## src/rtl/mac_accum.sv

```systemverilog
// Signed multiply-accumulate stage: sums NUM_TERMS products a*b at full precision
// and presents each dot-product result on a valid/ready output port.
//
// state     | meaning
// ----------+-------------------------------------------------------
// ST_IDLE   | no terms accumulated, ready for the first pair
// ST_ACCUM  | 1..NUM_TERMS-1 terms accumulated, ready for more pairs
// ST_HOLD   | result presented with out_valid, waiting for out_ready
module mac_accum #(
    parameter  int DATA_WIDTH = 8,
    parameter  int NUM_TERMS  = 8,
    localparam int ACC_WIDTH  = 2*DATA_WIDTH + $clog2(NUM_TERMS) + 1,
    localparam int CNT_WIDTH  = $clog2(NUM_TERMS+1)
) (
    input  logic                        clk,
    input  logic                        rst,
    input  logic                        clr,
    input  logic                        in_valid,
    output logic                        in_ready,
    input  logic signed [DATA_WIDTH-1:0] a,
    input  logic signed [DATA_WIDTH-1:0] b,
    output logic                        out_valid,
    input  logic                        out_ready,
    output logic signed [ACC_WIDTH-1:0] result,
    output logic        [CNT_WIDTH-1:0] term_cnt
);

    localparam int PROD_WIDTH = 2*DATA_WIDTH;

    localparam logic [1:0] ST_IDLE  = 2'd0;
    localparam logic [1:0] ST_ACCUM = 2'd1;
    localparam logic [1:0] ST_HOLD  = 2'd2;

    localparam logic [CNT_WIDTH-1:0] LAST_CNT = CNT_WIDTH'(NUM_TERMS - 1);

    logic        [1:0]            state;
    logic signed [ACC_WIDTH-1:0]  acc;
    logic signed [PROD_WIDTH-1:0] product;
    logic signed [ACC_WIDTH-1:0]  product_ext;
    logic signed [ACC_WIDTH-1:0]  acc_sum;
    logic                         accept;
    logic                         last_term;

    assign product     = a * b;
    assign product_ext = {{(ACC_WIDTH-PROD_WIDTH){product[PROD_WIDTH-1]}}, product};
    assign acc_sum     = acc + product_ext;

    // Ready depends only on state so upstream never sees a loop through in_valid.
    assign in_ready  = (state == ST_IDLE) || (state == ST_ACCUM);
    assign accept    = in_valid && in_ready && !clr;
    assign last_term = (term_cnt == LAST_CNT);

    always_ff @(posedge clk) begin
        if (rst) begin
            state     <= ST_IDLE;
            acc       <= '0;
            term_cnt  <= '0;
            result    <= '0;
            out_valid <= 1'b0;
        end else if (clr) begin
            // Abort keeps the last delivered result visible.
            state     <= ST_IDLE;
            acc       <= '0;
            term_cnt  <= '0;
            out_valid <= 1'b0;
        end else begin
            case (state)
                ST_IDLE, ST_ACCUM: begin
                    if (accept) begin
                        if (last_term) begin
                            result    <= acc_sum;
                            acc       <= '0;
                            term_cnt  <= '0;
                            out_valid <= 1'b1;
                            state     <= ST_HOLD;
                        end else begin
                            acc      <= acc_sum;
                            term_cnt <= term_cnt + 1'b1;
                            state    <= ST_ACCUM;
                        end
                    end
                end
                ST_HOLD: begin
                    if (out_valid && out_ready) begin
                        out_valid <= 1'b0;
                        state     <= ST_IDLE;
                    end
                end
                default: begin
                    state     <= ST_IDLE;
                    acc       <= '0;
                    term_cnt  <= '0;
                    out_valid <= 1'b0;
                end
            endcase
        end
    end

endmodule

```

## config.mk

```make
export PLATFORM = sky130hd
export DESIGN_NAME = mac_accum
export DESIGN_NICKNAME = d
export VERILOG_FILES = /design/src/rtl/mac_accum.sv
export SDC_FILE = /design/constraint.sdc
export NUM_CORES = 1
export LEC_CHECK = 0
export ABC_AREA = 1
export CORE_MARGIN = 3
export CORE_UTILIZATION = 40
export DETAILED_ROUTE_END_ITERATION = 16
export GPL_TIMING_DRIVEN = 1
export PLACE_DENSITY_LB_ADDON = 0.08
export SYNTH_ARGS = -nofsm -noshare
export SYNTH_HDL_FRONTEND = slang
export SYNTH_SLANG_ARGS = --single-unit
```

## constraint.sdc

```tcl
create_clock -name clk -period 6.12 [get_ports clk]
set_clock_uncertainty 0.2 [all_clocks]
set_input_delay 0.918 -clock clk [delete_from_list [all_inputs] [get_ports clk]]
set_output_delay 0.918 -clock clk [all_outputs]
set_load 0.005 [all_outputs]
```

Word level (Yosys, flattened, before mapping)
Index checks and enable logic that the tools add are counted.
{"block": "classes", "add_sub_neg": 2, "multipliers": 1, "eq_ne": 6, "mux": 14, "n_bitwise": 2, "reduce_logical": 12}
{"cell": "2-to-1 mux 20 bit", "n": 2}
{"cell": "case mux 20 bit (2 select lines)", "n": 1}
{"cell": "adder 20 x 16 -> 20 bit", "n": 1}
{"cell": "multiplier 8 x 8 -> 16 bit", "n": 1}
{"cell": "2-to-1 mux 4 bit", "n": 2}
{"cell": "case mux 4 bit (2 select lines)", "n": 1}
{"cell": "2-to-1 mux 2 bit", "n": 3}
{"cell": "inequality test 2 bit, second input constant", "n": 3}
{"cell": "adder 4 x 1 -> 4 bit, second input constant", "n": 1}
{"cell": "== test 4 x 3 -> 1 bit, second input constant", "n": 1}
{"cell": "case mux 2 bit (2 select lines)", "n": 1}
{"cell": "AND reduction 2 bit", "n": 2}
{"cell": "AND reduction 4 bit", "n": 1}
{"cell": "OR reduction 2 bit", "n": 2}
{"cell": "logical AND 1 bit", "n": 3}
{"cell": "2-to-1 mux 1 bit", "n": 3}
{"cell": "AND reduction 3 bit", "n": 1}
{"cell": "== test 2 x 1 -> 1 bit, second input constant", "n": 1}
{"cell": "== test 2 bit, second input constant", "n": 1}
{"cell": "zero test 2 bit", "n": 1}
{"cell": "NOT 1 bit", "n": 2}
{"cell": "case mux 1 bit (2 select lines)", "n": 1}
{"cell": "zero test 1 bit", "n": 1}
{"cell": "logical OR 1 bit", "n": 1}
{"block": "word_totals", "register_bits": 47, "in_bits": 21, "output_inout_bits": 26, "elab_cells": 42}

Depth between registers and ports, before layout
{"block": "depth", "depth_word": 6, "ltp_mapped": 25, "mapped_depth_nobuf": 24}

Worst setup path after synthesis
No wires, ideal clock.
{"block": "synth_timing", "path_type": "in2reg", "from": "input b[0]", "to": "register acc[19]", "setup_time_ps": 132, "arrival_ps": 5089, "required_ps": 5788, "slack_ps": 699, "stages": 21, "n_path_buf": 1, "path_cell_list": "clkbuf_1 -> nand2_1 -> inv_1 -> fa_1 -> fa_1 -> fa_1 -> inv_1 -> fa_1 -> inv_1 -> ha_1 -> ha_1 -> nand2_1 -> inv_1 -> a21oi_2 -> nand2_1 -> nand2_1 -> nand2_1 -> inv_1 -> nand2_1 -> nand3_1 -> a21oi_1"}
{"block": "synth_via", "elab_chain_cells": 5}
{"element": "start, declared", "line_no": "21", "text": "input logic signed [DATA_WIDTH-1:0] b,"}
{"element": "multiplier 8 x 8 -> 16 bit", "line_no": "44", "text": "assign product = a * b;"}
{"element": "adder 20 x 16 -> 20 bit", "line_no": "46", "text": "assign acc_sum = acc + product_ext;"}
{"element": "2-to-1 mux 20 bit", "line_no": "70", "text": "if (last_term) begin"}
{"element": "2-to-1 mux 20 bit", "line_no": "69", "text": "if (accept) begin"}
{"element": "case mux 20 bit (2 select lines)", "line_no": "67", "text": "case (state)"}
{"element": "end signal, assigned", "line_no": "77", "text": "acc <= acc_sum;"}
{"element": "end, declared", "line_no": "37", "text": "logic signed [ACC_WIDTH-1:0] acc;"}
No other way between the ends. The select of a mux whose other input is x is not followed.
A chain may end at the register's enable or synchronous reset.

Worst setup path after layout
{"block": "layout_timing", "from": "input a[7]", "to": "register result[17]"}
{"block": "layout_via", "elab_chain_cells": 2}
{"element": "start, declared", "line_no": "20", "text": "input logic signed [DATA_WIDTH-1:0] a,"}
{"element": "multiplier 8 x 8 -> 16 bit", "line_no": "44"}
{"element": "adder 20 x 16 -> 20 bit", "line_no": "46"}
{"element": "end signal, assigned", "line_no": "71", "text": "result <= acc_sum;"}
{"element": "end, declared", "line_no": "24", "text": "output logic signed [ACC_WIDTH-1:0] result,"}
No other way between the ends.

==> flow_summary.yaml <==
yosys:
  post_synth_num_cell_types: 39
  synth.avg_cell_area_sq_um: 7.77
  synthArstFlopShare: 0
  synthFlopType: "dfxtp_1"
  synthDominantCellAreaShare: 0.312
  total_number_of_yosys_warnings: 0
  yosys-top-cells-count: "nand2_1, inv_1, fa_1"
  ys_seq_area_frac: 0.167
  post-synth-top-count-cell: "nand2_1"
  synthDominantAreaCellType: "fa_1"
  synthesis.nets: 882
  synth.top_cells.by_area: "fa_1, dfxtp_1, nand2_1"
  post_syn_instances: 726
  number_of_flops_mapped_to_enable_cells_by_yosys: 0
  postSynthRegisterBits: 47
  synthesis.area_sq_um: 5640
floorplan:
  dieHeight_microns: 125
  floorplan.die.width_microns: 125
  dieArea_sq_um: 15600
  placement_rows: 42
  core-area_sq_um: 13500
  effective_utilization_at_floorplan: 0.417
  io_pins: 47
placed_design:
  port_buffers: 46
  numPlacedInstances: 945
  placer_congestion: 0.845
  place.detailed.hpwl_microns: 11000
cells_and_area:
  final.fill_count: 1369
  diodes_inserted: 0
  syn_to_final_growth_pct: 15.7
  net_count_reported_at_finish: 932
  instances_no_fill: 953
  post_route_cells_drive_above_1_share: 0.0592
power_and_ir_drop:
  report.power.total_mw: 3.64
  total_leakage_power_nw: 3.46
  irDropWorstVdd_v: 0.000324
  power_density_nw_per_um2: 558
clocking:
  tritoncts.num_buffers: 5
  clk_pin_slew_worst_paths_ps: 70
  clockRootBuffer: "clkbuf_16"
  h-tree-depth: 2
  cts-resized-gates: 0
  worst_skew_pair.late_latency_ps: 290
  cts_hold_buf: 0
  tritoncts: "yes"
  post-cts-setup-buffers: 0
  clock_tree.buffer_depth: 2
  clock_sinks: 47
worst_hold_path:
  worstHoldEndpoint: "acc[4]"
  holdPathStages: 2
  hold_path_startpoint: "acc[4]"
  min_path_type: "reg2reg"
timing:
  rsz_0062_raised_after_global_routing: "no"
  hold_viol: 0
  slew_limit_fails: 0
  timing_worst_slew_pin_value_ps: 892
  post-route-period-util: 0.940
  final-setup-viol-count: 0
  final.min_clock_period_ps: 5750
  relSlewSlack: 0.401
  fin_worst_hold_slack_ps: 271
  fmax_ghz: 0.174
detailed_routing:
  remaining_drc_errors: 0
  drt.antenna.violating_nets: 0
  drt_first_pass_iters: 5
  totalWireLength_microns: 12900
  detail_route.wl_per_cell_microns: 13.5
  avgViaCountPerCell: 4.64
  routed-via-count: 4421
  drtIter0Drc: 268
flow_run:
  max_cap_viol_count: 0
worst_setup_path:
  cpMostUsedCell: "nand2_1"
  worst-r2r-setup-slack_ps: 1420
  critical_path.max_stage_delay_ps: 640
  path_max_fanout: 8
  cp-start-kind: "input port"
  category_of_the_worst_setup_path_capture_point: "register"
  critical_path.cell_chain: "clkdlybuf4s50_1, nand2_1, inv_1, buf_4, buf_4, fa_1, fa_1, fa_1, fa_1, ha_1, ha_1, nand2_1, nand2_1, o21bai_1, a21oi_1, nand2_1, nand2_1, nand2_1, a21o_1, inv_1"
  critPathBufInv: 5
  critPathKind: "in2reg"
  crit_slowest_cell: "clkdlybuf4s50_1"
  r2r_end: "acc[10]"
  r2r.worst_path.cells: 17
  cp_data_arrival_time_ps: 5790
  worst_r2r_startpoint: "acc[6]"
  timing.critical_path.max_delay_family: "adder cells"
  crit_required_ps: 6160
global_routing:
  global_route.usage.total: 0.176
  vias_in_the_first_global_route: 4658
  grt_max_degree: 30
  number_of_antenna_violations_at_the_first_check_in_global_routing: 0
  wire_length_of_the_first_global_routing_pass_microns: 23000
  grt.overflow.total: 0
run_status:
  outcome: "finished clean"
[cell usage in the layout (no fill, tap or decap), drive strengths merged, types with 4 or more instances in the layout]
| master | instances |
|---|---|
| clkdlybuf4s50 | 46 |
| nor2 | 53 |
| dfxtp | 47 |
| buf | 23 |
| nand2 | 175 |
| nand3 | 23 |
| or2 | 4 |
| xnor2 | 4 |
| fa | 88 |
| o21ai | 25 |
| ha | 47 |
| inv | 173 |
| a21oi | 43 |
| clkbuf | 5 |
| xor2 | 5 |
[routing by layer]
metal  vias to the layer above  track usage  share of wire  wire, microns
met4                         0       0.0393          0.016            209
met1                      2074        0.257           0.50           6390
met2                        80        0.283           0.45           5810
met3                        17       0.0193          0.038            489
li1                       2250            -              -              -
met5                         -            0              0              0
[registers in the layout (all words and copies together), names as in the netlist]
signal     cells
acc           20
state          2
result        20
term_cnt       4
out_valid      1
[tightest hold or removal path: stages, from the launching register on]
cell and delay, ps:
dfxtp_1 310, nand2_1 60, a21oi_1 50
[cell families (layout without fill, tap and decap cells)]
| logic type | Yosys count | count (layout) | share of synthesized area |
|---|---|---|---|
| and+or+nand+nor | 260 | 260 | 0.187 |
| DFF | 47 | 47 | 0.167 |
| buffers and inverters | 199 | 250 | 0.141 |
| adders and majority gates | 135 | 135 | 0.417 |
| AOI/OAI and AO/OA | 76 | 76 | 0.0741 |
| xor gates and xnor gates | 9 | 9 | 0.0140 |
[where the power goes]
group	internal [mW]	switching, mW	leakage [nW]
clock	0.156	0.138	0.0723
sequential	0.337	0.0283	0.380
combinational	1.15	1.83	3.00
total	1.64	2.00	3.46
[layout make-up]
| type | count | area, sq um | area share |
|---|---|---|---|
| clock buffer | 5 | 125 | 0.0192 |
| clock inverter | 3 | 27.5 | 0.00422 |
| inverter | 173 | 657 | 0.101 |
| multi-input combinational | 480 | 3910 | 0.599 |
| sequential | 47 | 941 | 0.144 |
| tap | 176 | 220 | 0.0338 |
| timing repair buffer | 69 | 646 | 0.0990 |
[worst max path at each step]
stage / startpoint / to / depth (start not counted)
floorplan: b[0] / acc[19] / 21
global placement: a[7] / acc[17] / 15
detailed placement: a[7] / result[18] / 17
CTS: a[7] / result[18] / 17
global route: a[7] / result[18] / 19
finish: a[7] / result[17] / 20
[metrics by stage]
step	cell area (sq um)	utilization	setup TNS [ps]	setup WS [ps]
after CTS	6520	0.483	0	255
final	6520	0.483	0	368
after global placement	6370	0.471	-75.5	-33.2
after floorplan	5640	-	0	699
after global routing	6520	0.483	0	13.6
after detailed placement	6370	0.471	-97.4	-37.5
No activity file was read; power rests on OpenSTA's default activity.
